===== src/rtl/wash_cycle_sequencer.sv =====
// Washer programme sequencer: times lock/fill/wash/drain/rinse/spin phases and supervises lid/fill/drain sensors.
// Optional macro PAUSE_HOLD_EN adds a pause input that freezes the timed phases.
module wash_cycle_sequencer #(
  parameter int TICK_DIV      = 1000,
  parameter int FILL_TIMEOUT  = 60,
  parameter int DRAIN_TIMEOUT = 30,
  parameter int RINSE_UNITS   = 4
) (
  input  logic       clk,
  input  logic       reset,
  input  logic       start,
  input  logic       abort,
  input  logic       fault_clr,
  input  logic [1:0] cycle_select,
  input  logic [1:0] water_level_select,
  input  logic       lid_closed,
  input  logic       water_full,
  input  logic       water_empty,
`ifdef PAUSE_HOLD_EN
  input  logic       pause,
`endif
  output logic       door_locked,
  output logic       pump_in,
  output logic       pump_out,
  output logic       motor_on,
  output logic [3:0] phase,
  output logic [7:0] remaining,
  output logic       busy,
  output logic       done,
  output logic       fault,
  output logic [1:0] fault_code
);

  localparam int PW = $clog2(TICK_DIV);

  typedef enum logic [3:0] {
    ST_IDLE  = 4'd0,
    ST_LOCK  = 4'd1,
    ST_FILL  = 4'd2,
    ST_WASH  = 4'd3,
    ST_DRAIN = 4'd4,
    ST_RINSE = 4'd5,
    ST_SPIN  = 4'd6,
    ST_DONE  = 4'd7,
    ST_FAULT = 4'd8
  } state_t;

  state_t          state_r, state_s;
  logic [PW-1:0]   presc_r;
  logic [7:0]      remaining_r, load_s;
  logic            pass_r, pass_s;
  logic            abort_r, abort_s;
  logic [1:0]      fault_code_r, fault_code_s;
  logic            tick_s, last_s, hold_s, lid_fault_s;
  logic            door_locked_r, pump_in_r, pump_out_r, motor_on_r, busy_r, done_r, fault_r;
  logic            door_locked_s, pump_in_s, pump_out_s, motor_on_s, busy_s, done_s, fault_s;
  logic [3:0]      phase_r;

  function automatic logic [7:0] wash_units(input logic [1:0] sel);
    case (sel)
      2'b00:   wash_units = 8'd5;
      2'b01:   wash_units = 8'd10;
      2'b10:   wash_units = 8'd15;
      default: wash_units = 8'd8;
    endcase
  endfunction

  function automatic logic [7:0] spin_units(input logic [1:0] sel);
    case (sel)
      2'b00:   spin_units = 8'd3;
      2'b01:   spin_units = 8'd5;
      default: spin_units = 8'd7;
    endcase
  endfunction

`ifdef PAUSE_HOLD_EN
  assign hold_s = pause && ((state_r == ST_WASH) || (state_r == ST_RINSE) || (state_r == ST_SPIN));
`else
  assign hold_s = 1'b0;
`endif

  assign tick_s      = (presc_r == PW'(TICK_DIV - 1)) && !hold_s;
  assign last_s      = (remaining_r <= 8'd1);
  assign lid_fault_s = !lid_closed && (state_r >= ST_LOCK) && (state_r <= ST_SPIN);

  // Next-state, pass/abort latches and fault code selection
  always_comb begin
    state_s      = state_r;
    pass_s       = pass_r;
    abort_s      = abort_r;
    fault_code_s = fault_code_r;
    if (lid_fault_s) begin
      state_s      = ST_FAULT;
      fault_code_s = 2'b11;
    end else begin
      case (state_r)
        ST_IDLE: begin
          pass_s  = 1'b0;
          abort_s = 1'b0;
          if (start && lid_closed) begin
            state_s = ST_LOCK;
          end else if (start) begin
            state_s      = ST_FAULT;
            fault_code_s = 2'b11;
          end else begin
            state_s = ST_IDLE;
          end
        end
        ST_LOCK: state_s = ST_FILL;
        ST_FILL: begin
          if (abort) begin
            state_s = ST_DRAIN;
            abort_s = 1'b1;
          end else if (water_full) begin
            state_s = pass_r ? ST_RINSE : ST_WASH;
          end else if (tick_s && last_s) begin
            state_s      = ST_FAULT;
            fault_code_s = 2'b01;
          end else begin
            state_s = ST_FILL;
          end
        end
        ST_WASH, ST_RINSE, ST_SPIN: begin
          if (abort) begin
            state_s = ST_DRAIN;
            abort_s = 1'b1;
          end else if (tick_s && last_s) begin
            state_s = (state_r == ST_SPIN) ? ST_DONE : ST_DRAIN;
          end else begin
            state_s = state_r;
          end
        end
        ST_DRAIN: begin
          abort_s = abort_r || abort;
          if (water_empty) begin
            if (abort_r || abort) begin
              state_s = ST_IDLE;
            end else if (pass_r) begin
              state_s = ST_SPIN;
            end else begin
              state_s = ST_FILL;
              pass_s  = 1'b1;
            end
          end else if (tick_s && last_s) begin
            state_s      = ST_FAULT;
            fault_code_s = 2'b10;
          end else begin
            state_s = ST_DRAIN;
          end
        end
        ST_DONE: state_s = ST_IDLE;
        ST_FAULT: begin
          if (fault_clr && water_empty) begin
            state_s      = ST_IDLE;
            fault_code_s = 2'b00;
          end else begin
            state_s = ST_FAULT;
          end
        end
        default: begin
          state_s      = ST_IDLE;
          fault_code_s = 2'b00;
        end
      endcase
    end
  end

  // Duration loaded on phase entry; selects are only looked at here
  always_comb begin
    case (state_s)
      ST_FILL:  load_s = 8'(FILL_TIMEOUT);
      ST_WASH:  load_s = wash_units(cycle_select);
      ST_DRAIN: load_s = 8'(DRAIN_TIMEOUT);
      ST_RINSE: load_s = 8'(RINSE_UNITS);
      ST_SPIN:  load_s = spin_units(water_level_select);
      default:  load_s = 8'd0;
    endcase
  end

  // Moore decode of the state being entered, so registered outputs line up with the state
  always_comb begin
    door_locked_s = 1'b0;
    pump_in_s     = 1'b0;
    pump_out_s    = 1'b0;
    motor_on_s    = 1'b0;
    busy_s        = 1'b0;
    fault_s       = 1'b0;
    case (state_s)
      ST_LOCK: begin
        door_locked_s = 1'b1;
        busy_s        = 1'b1;
      end
      ST_FILL: begin
        door_locked_s = 1'b1;
        pump_in_s     = 1'b1;
        busy_s        = 1'b1;
      end
      ST_WASH, ST_RINSE: begin
        door_locked_s = 1'b1;
        motor_on_s    = !hold_s;
        busy_s        = 1'b1;
      end
      ST_DRAIN: begin
        door_locked_s = 1'b1;
        pump_out_s    = 1'b1;
        busy_s        = 1'b1;
      end
      ST_SPIN: begin
        door_locked_s = 1'b1;
        motor_on_s    = !hold_s;
        pump_out_s    = 1'b1;
        busy_s        = 1'b1;
      end
      ST_DONE: busy_s = 1'b1;
      ST_FAULT: begin
        // Keep the door shut while water remains in the drum
        door_locked_s = !water_empty;
        fault_s       = 1'b1;
      end
      default: busy_s = 1'b0;
    endcase
  end

  assign done_s = (state_r == ST_DONE) && (state_s == ST_IDLE);

  // Programme state, prescaler, phase countdown and fault latch
  always_ff @(posedge clk or posedge reset) begin
    if (reset) begin
      state_r      <= ST_IDLE;
      presc_r      <= {PW{1'b0}};
      remaining_r  <= 8'd0;
      pass_r       <= 1'b0;
      abort_r      <= 1'b0;
      fault_code_r <= 2'b00;
    end else begin
      state_r      <= state_s;
      pass_r       <= pass_s;
      abort_r      <= abort_s;
      fault_code_r <= fault_code_s;
      if (state_s != state_r) begin
        presc_r     <= {PW{1'b0}};
        remaining_r <= load_s;
      end else if (hold_s) begin
        presc_r     <= presc_r;
        remaining_r <= remaining_r;
      end else if (tick_s) begin
        presc_r     <= {PW{1'b0}};
        remaining_r <= (remaining_r != 8'd0) ? (remaining_r - 8'd1) : 8'd0;
      end else begin
        presc_r <= presc_r + PW'(1);
      end
    end
  end

  // Registered actuator and status outputs
  always_ff @(posedge clk or posedge reset) begin
    if (reset) begin
      door_locked_r <= 1'b0;
      pump_in_r     <= 1'b0;
      pump_out_r    <= 1'b0;
      motor_on_r    <= 1'b0;
      busy_r        <= 1'b0;
      done_r        <= 1'b0;
      fault_r       <= 1'b0;
      phase_r       <= 4'd0;
    end else begin
      door_locked_r <= door_locked_s;
      pump_in_r     <= pump_in_s;
      pump_out_r    <= pump_out_s;
      motor_on_r    <= motor_on_s;
      busy_r        <= busy_s;
      done_r        <= done_s;
      fault_r       <= fault_s;
      phase_r       <= state_s;
    end
  end

  assign door_locked = door_locked_r;
  assign pump_in     = pump_in_r;
  assign pump_out    = pump_out_r;
  assign motor_on    = motor_on_r;
  assign busy        = busy_r;
  assign done        = done_r;
  assign fault       = fault_r;
  assign phase       = phase_r;
  assign remaining   = remaining_r;
  assign fault_code  = fault_code_r;

endmodule


===== config.mk =====
export PLATFORM = sky130hd
export DESIGN_NAME = wash_cycle_sequencer
export DESIGN_NICKNAME = d
export VERILOG_FILES = /design/src/rtl/wash_cycle_sequencer.sv
export SDC_FILE = /design/constraint.sdc
export NUM_CORES = 1
export LEC_CHECK = 0
export ABC_AREA = 1
export BUFFER_PORTS_ARGS = -buffer_cell sky130_fd_sc_hd__buf_2
export CAP_MARGIN = 10
export CORE_MARGIN = 2
export CORE_UTILIZATION = 61
export CTS_CLUSTER_DIAMETER = 200
export DETAILED_ROUTE_END_ITERATION = 8
export PLACE_DENSITY = 0.85
export SLEW_MARGIN = 30
export SYNTH_ARGS = -nofsm -noshare
export SYNTH_HDL_FRONTEND = slang
export SYNTH_SLANG_ARGS = --single-unit

===== constraint.sdc =====
create_clock -name clk -period 3.2 [get_ports clk]
set_input_delay 0.16 -clock clk [delete_from_list [all_inputs] [get_ports clk]]
set_output_delay 0.16 -clock clk [all_outputs]
set_load 0.03 [all_outputs]

# Yosys cells after proc, flatten, opt, wreduce, memory -nomap -nowiden
# Cells that the tools add are included.
[totals] reg_bits=33 out_inout_bits=21 inputBits=12
[op_classes] n_lt_le_gt_ge=3 mux=45 bitwise=1 n_addsub=2 n_eq_ne=33 reduce_logical=27
[op_table] cell="two-way mux 4 bit" n=11
[op_table] cell="equality test 4 x 3 -> 1 bit (second input constant)" n=8
[op_table] cell="case mux 6 bit (5 select lines)" n=1
[op_table] cell="two-way mux 8 bit" n=3
[op_table] cell="!= test 3 bit (second input constant)" n=8
[op_table] cell="case mux 4 bit (6 select lines)" n=1
[op_table] cell="two-way mux 10 bit" n=2
[op_table] cell="two-way mux 2 bit" n=10
[op_table] cell="equality test 4 x 2 -> 1 bit (second input constant)" n=4
[op_table] cell="case mux 4 bit (3 select lines)" n=1
[op_table] cell="adder 10 x 1 -> 10 bit (second input constant)" n=1
[op_table] cell="equality test 10 bit (second input constant)" n=1
[op_table] cell="case mux 2 bit (5 select lines)" n=1
[op_table] cell="two-way mux 3 bit" n=3
[op_table] cell="AND reduction 9 bit" n=1
[op_table] cell="equality test 4 x 1 -> 1 bit (second input constant)" n=2
[op_table] cell="equality test 4 bit (second input constant)" n=2
[op_table] cell="<= comparator 8 x 1 -> 1 bit (second input constant)" n=1
[op_table] cell="zero test 4 bit" n=2
[op_table] cell="two-way mux 1 bit" n=8
[op_table] cell="nonzero test 8 bit" n=1
[op_table] cell="subtractor 8 x 1 -> 8 bit (second input constant)" n=1
[op_table] cell="OR reduction 7 bit" n=1
[op_table] cell="logical AND 1 bit" n=6
[op_table] cell="other kinds (23)" n=31

# Depth between registers and ports, before layout
[logic_depth] depth_word=10 depth_mapped=20 depth_no_buf=20

# Least setup slack after synthesis
# OpenSTA, ideal clock, no wires.
[synth_path] kind="register to register" from="reg remaining_r[0], in the netlist remaining[0]" to="reg remaining_r[3], in the netlist remaining[3]" path_stages_with_launch=15 t_arrival_ns=2.296 n_path_buf=1 path_slack_ns=0.787 path_cell_list="dfrtp_1 inv_1 ha_1 o21ai_2 nor2_4 nand2_1 nand2_1 nand4_1 nand3_2 nand2_2 xor2_2 nand3_2 buf_6 nand2_1 nand2_1"
[synth_via] elab_chain_len=10 elab_cells_between_ends=24 classes_between="add/sub (1); order compare (1); eq/ne (6); mux (13); reduce/logical (3)"
[synth_lines] item="start: declaration" line_no="50" text="logic [7:0] remaining_r, load_s;"
[synth_lines] item="start signal: assignment" line_no="242" text="remaining_r <= load_s;"
[synth_lines] item="start signal: assignment" line_no="245" text="remaining_r <= remaining_r;"
[synth_lines] item="start signal: assignment" line_no="248" text="remaining_r <= (remaining_r != 8'd0) ? (remaining_r - 8'd1) : 8'd0;"
[synth_lines] item="<= comparator 8 x 1 -> 1 bit" line_no="83" text="assign last_s = (remaining_r <= 8'd1);"
[synth_lines] item="logical AND 1 bit" line_no="116, 127, 144"
[synth_lines] item="two-way mux 4 bit" line_no="116" text="end else if (tick_s && last_s) begin"
[synth_lines] item="two-way mux 4 bit" line_no="114" text="end else if (water_full) begin"
[synth_lines] item="two-way mux 4 bit" line_no="111" text="if (abort) begin"
[synth_lines] item="case mux 4 bit (6 select lines)" line_no="96" text="case (state_r)"
[synth_lines] item="two-way mux 4 bit" line_no="92" text="if (lid_fault_s) begin"
[synth_lines] item="equality test 4 x 3 -> 1 bit / equality test 4 x 2 -> 1 bit (equally long branches)" line_no="170" text="case (state_s)"
[synth_lines] item="case mux 6 bit (5 select lines)" line_no="170"
[synth_lines] item="two-way mux 8 bit" line_no="240" text="if (state_s != state_r) begin"
# Parallel ways exist; a longest one is shown, timed or not. The select of a mux whose other input is x is not followed.
# A chain may end at the register's enable or synchronous reset.

# Worst setup path after layout
[layout_path] from="reg remaining_r[0], in the netlist remaining[0]" to="reg remaining_r[0], in the netlist remaining[0]"
# Same word-level chain as after synthesis.

==> flow_metrics.env <==
export IMPL_initial_core_util=0.645
export IMPL_drc=0
export IMPL_place_area_um2=2420
export IMPL_cap_violations=0
export IMPL_arrival_ns=2.95
export IMPL_worstReg2RegEnd="remaining[0]$_DFFE_PP0P_"
export IMPL_first_pass_iters=4
export IMPL_grt_first_pass_wirelength_um=8460
export IMPL_first_iter_violations=113
export IMPL_synth_top_area_share=0.375
export IMPL_cts_buffer_depth=2
export IMPL_area_growth_pct=13.3
export IMPL_final_cells=399
export IMPL_synthFlopType="dfrtp_1"
export IMPL_place_hpwl_um=3800
export IMPL_setup_viol=0
export IMPL_finalSetupTns_ns=0
export IMPL_layout_nets=371
export IMPL_die_area_um2=4110
export IMPL_num_fill_cells=297
export IMPL_vias=2101
export IMPL_worstReg2RegStart="remaining[0]$_DFFE_PP0P_"
export IMPL_startpoint_type="register"
export IMPL_critPathCaptureType="register"
export IMPL_regArea_um2=826
export IMPL_track_usage=0.268
export IMPL_vias_per_cell=5.27
export IMPL_hold_viol_final=0
export IMPL_fp_dieH_um=64.1
export IMPL_place_gp_congestion=1.02
export IMPL_clk_pin_slew_ns=0.10
export IMPL_min_period_ns=2.67
export IMPL_yosys_top_cells_area="dfrtp_1, nand2_1, nor2_1"
export IMPL_clock_sinks=33
export IMPL_cts_buffers_inserted=5
export IMPL_wirelength_um=4850
export IMPL_ctsHtreeMaxLevel=2
export IMPL_holdPathEnd="door_locked$_DFF_PP0_"
export IMPL_rrSetupSlack_ns=0.53
export IMPL_fin_ws_ns=0.531
export IMPL_maxSlewViolCount=0
export IMPL_grt_pass1_vias=1995
export IMPL_cts_tree="yes"
export IMPL_synth_seq_cells=33
export IMPL_cts_root_buf="clkbuf_4"
export IMPL_hold_depth=2
export IMPL_grt_overflow_total=0
export IMPL_synth_avg_cell_area_um2=7.06
export IMPL_yosysSeqAreaShare=0.375
export IMPL_antenna_found_initial=0
export IMPL_worstSetupPathType="reg2reg"
export IMPL_ant_nets=0
export IMPL_die_w_um=64.1
export IMPL_hp_start="water_empty"
export IMPL_num_io_pins=33
export IMPL_syn_area_um2=2200
export IMPL_synth_area_leader_cell="dfrtp_1"
export IMPL_power_density_nw_per_um2=846
export IMPL_path_max_fanout=12
export IMPL_finalClockSkew_ns=0.0166
export IMPL_rsz0062_at_grt="no"
export IMPL_syn_inst=312
export IMPL_worst_pin_slew_ns=0.566
export IMPL_clock_latency_ns=0.34
export IMPL_portBuffers=32
export IMPL_synth_nets=331
export IMPL_final_period_utilization=0.834
export IMPL_synth_cell_types=32
export IMPL_status="completed"
export IMPL_multi_input_area_um2=1190
export IMPL_max_slew_margin=0.620
export IMPL_hold_path_class="in2reg"
export IMPL_hold_buffers=1
export IMPL_max_freq_ghz=0.375
export IMPL_cts_resized=0
export IMPL_synth_edf_count=0
export IMPL_wl_per_cell_um=12.2
export IMPL_power_leakage_uw=0.00136
export IMPL_required_ns=3.48
export IMPL_core_area_um2=3420
export IMPL_place_ws_ns=0.586
export IMPL_antenna_cells=0
export IMPL_reg2reg_depth=14
export IMPL_placed_cells=390
export IMPL_synth_warnings=0
export IMPL_layout_drive_gt1_share=0.221
export IMPL_async_flop_share=1.00
export IMPL_grt_max_degree=34
export IMPL_fin_area_um2=2500
export IMPL_vdd_drop_max_mv=0.463
export IMPL_std_cell_rows=21
export IMPL_postCtsSetupBuffers=0
area by class of cell:
type	instances	area share
clock buffer	7	0.0261
multi-input combinational	232	0.478
tap	46	0.0230
inverter	46	0.0691
timing repair buffer	34	0.0711
clock inverter	1	0.00200
sequential	33	0.331
registers in the layout, indices dropped and copies added (netlist names):
register / count
motor_on: 1
pass_r: 1
fault_code: 2
door_locked: 1
fault: 1
done: 1
busy: 1
pump_in: 1
remaining: 8
abort_r: 1
presc_r: 10
pump_out: 1
phase: 4
synthesized netlist by cell type, drive strengths merged (2+ instances only):
cell / count
nand2: 84
nor2: 61
inv: 45
dfrtp: 33
nand3: 33
a21oi: 12
nor3: 8
ha: 7
xor2: 5
a31oi: 4
nand4: 4
o21ai: 4
xnor2: 3
a211oi: 2
o211ai: 2
cell usage in the layout, fill, tap and decap left out, drive strengths merged:
cell | Yosys | routed
ha | 7 | 7
buf | 1 | 33
clkinv | 1 | 2
nand4 | 4 | 4
and3 | 1 | 1
dfrtp | 33 | 33
o211ai | 2 | 2
a211oi | 2 | 2
o21a | 1 | 1
nand3 | 33 | 33
xor2 | 5 | 5
nand2 | 84 | 84
nor2 | 61 | 61
o21ai | 4 | 4
a21oi | 12 | 12
inv | 45 | 45
or2 | 1 | 1
clkbuf | 0 | 7
dlygate4sd3 | 0 | 1
nor3 | 8 | 8
a31oi | 4 | 4
xnor2 | 3 | 3
how the worst max path moves through the flow:
stage / from / to / slack (ns) / depth (start not counted)
floorplan: remaining[0]$_DFFE_PP0P_ / remaining[3]$_DFFE_PP0P_ / 0.79 / 14
detailed placement: remaining[0]$_DFFE_PP0P_ / remaining[0]$_DFFE_PP0P_ / 0.59 / 14
global placement: remaining[0]$_DFFE_PP0P_ / remaining[5]$_DFFE_PP0P_ / 0.63 / 17
finish: remaining[0]$_DFFE_PP0P_ / remaining[0]$_DFFE_PP0P_ / 0.53 / 14
CTS: remaining[0]$_DFFE_PP0P_ / remaining[0]$_DFFE_PP0P_ / 0.54 / 14
global route: remaining[0]$_DFFE_PP0P_ / remaining[0]$_DFFE_PP0P_ / 0.22 / 14
per-stage QoR:
| stage | power [uW] | hold slack, ns | util |
|---|---|---|---|
| final | 2110 | 0.0889 | 0.731 |
| after global routing | 2300 | 0.0752 | 0.731 |
| after CTS | 2110 | 0.0749 | 0.731 |
| after detailed placement | 1840 | 0.267 | 0.708 |
| after global placement | 1820 | 0.263 | 0.708 |
| after floorplan | 1580 | 0.287 | - |
per-layer routing:
layer	global-route usage	vias to the layer above	wire [um]
met1	0.326	954	2160
met4	0.0931	0	90
met5	0	-	0
met3	0.0704	10	218
li1	-	1079	-
met2	0.461	58	2380
cell families (layout without fill, tap and decap cells):
group / after synthesis / in the layout / share of synthesized area
flops: 33 / 33 / 0.375
buf+inv: 47 / 88 / 0.0835
fa+ha+maj: 7 / 7 / 0.0397
xor+xnor: 8 / 8 / 0.0352
compound gates: 25 / 25 / 0.0721
simple gates: 192 / 192 / 0.395
worst max-delay path, stage by stage (launching register included):
cell and delay [ns]:
dfrtp_1 0.44, inv_1 0.14, ha_1 0.26, o21ai_2 0.10
nor2_4 0.15, nand2_1 0.12, nand2_1 0.08, nand4_1 0.10
nand3_2 0.13, nand2_2 0.12, xor2_2 0.29, nand3_2 0.32
inv_2 0.21, nand2_1 0.08, nand2_1 0.08
where the power goes:
group          internal (uW)  switching, uW  leakage [uW]
logic                    366            874      0.000875
registers                516           88.2      0.000439
clock network            127            140     0.0000413
total                   1010           1100       0.00136
No activity file was read; power rests on OpenSTA's default activity.
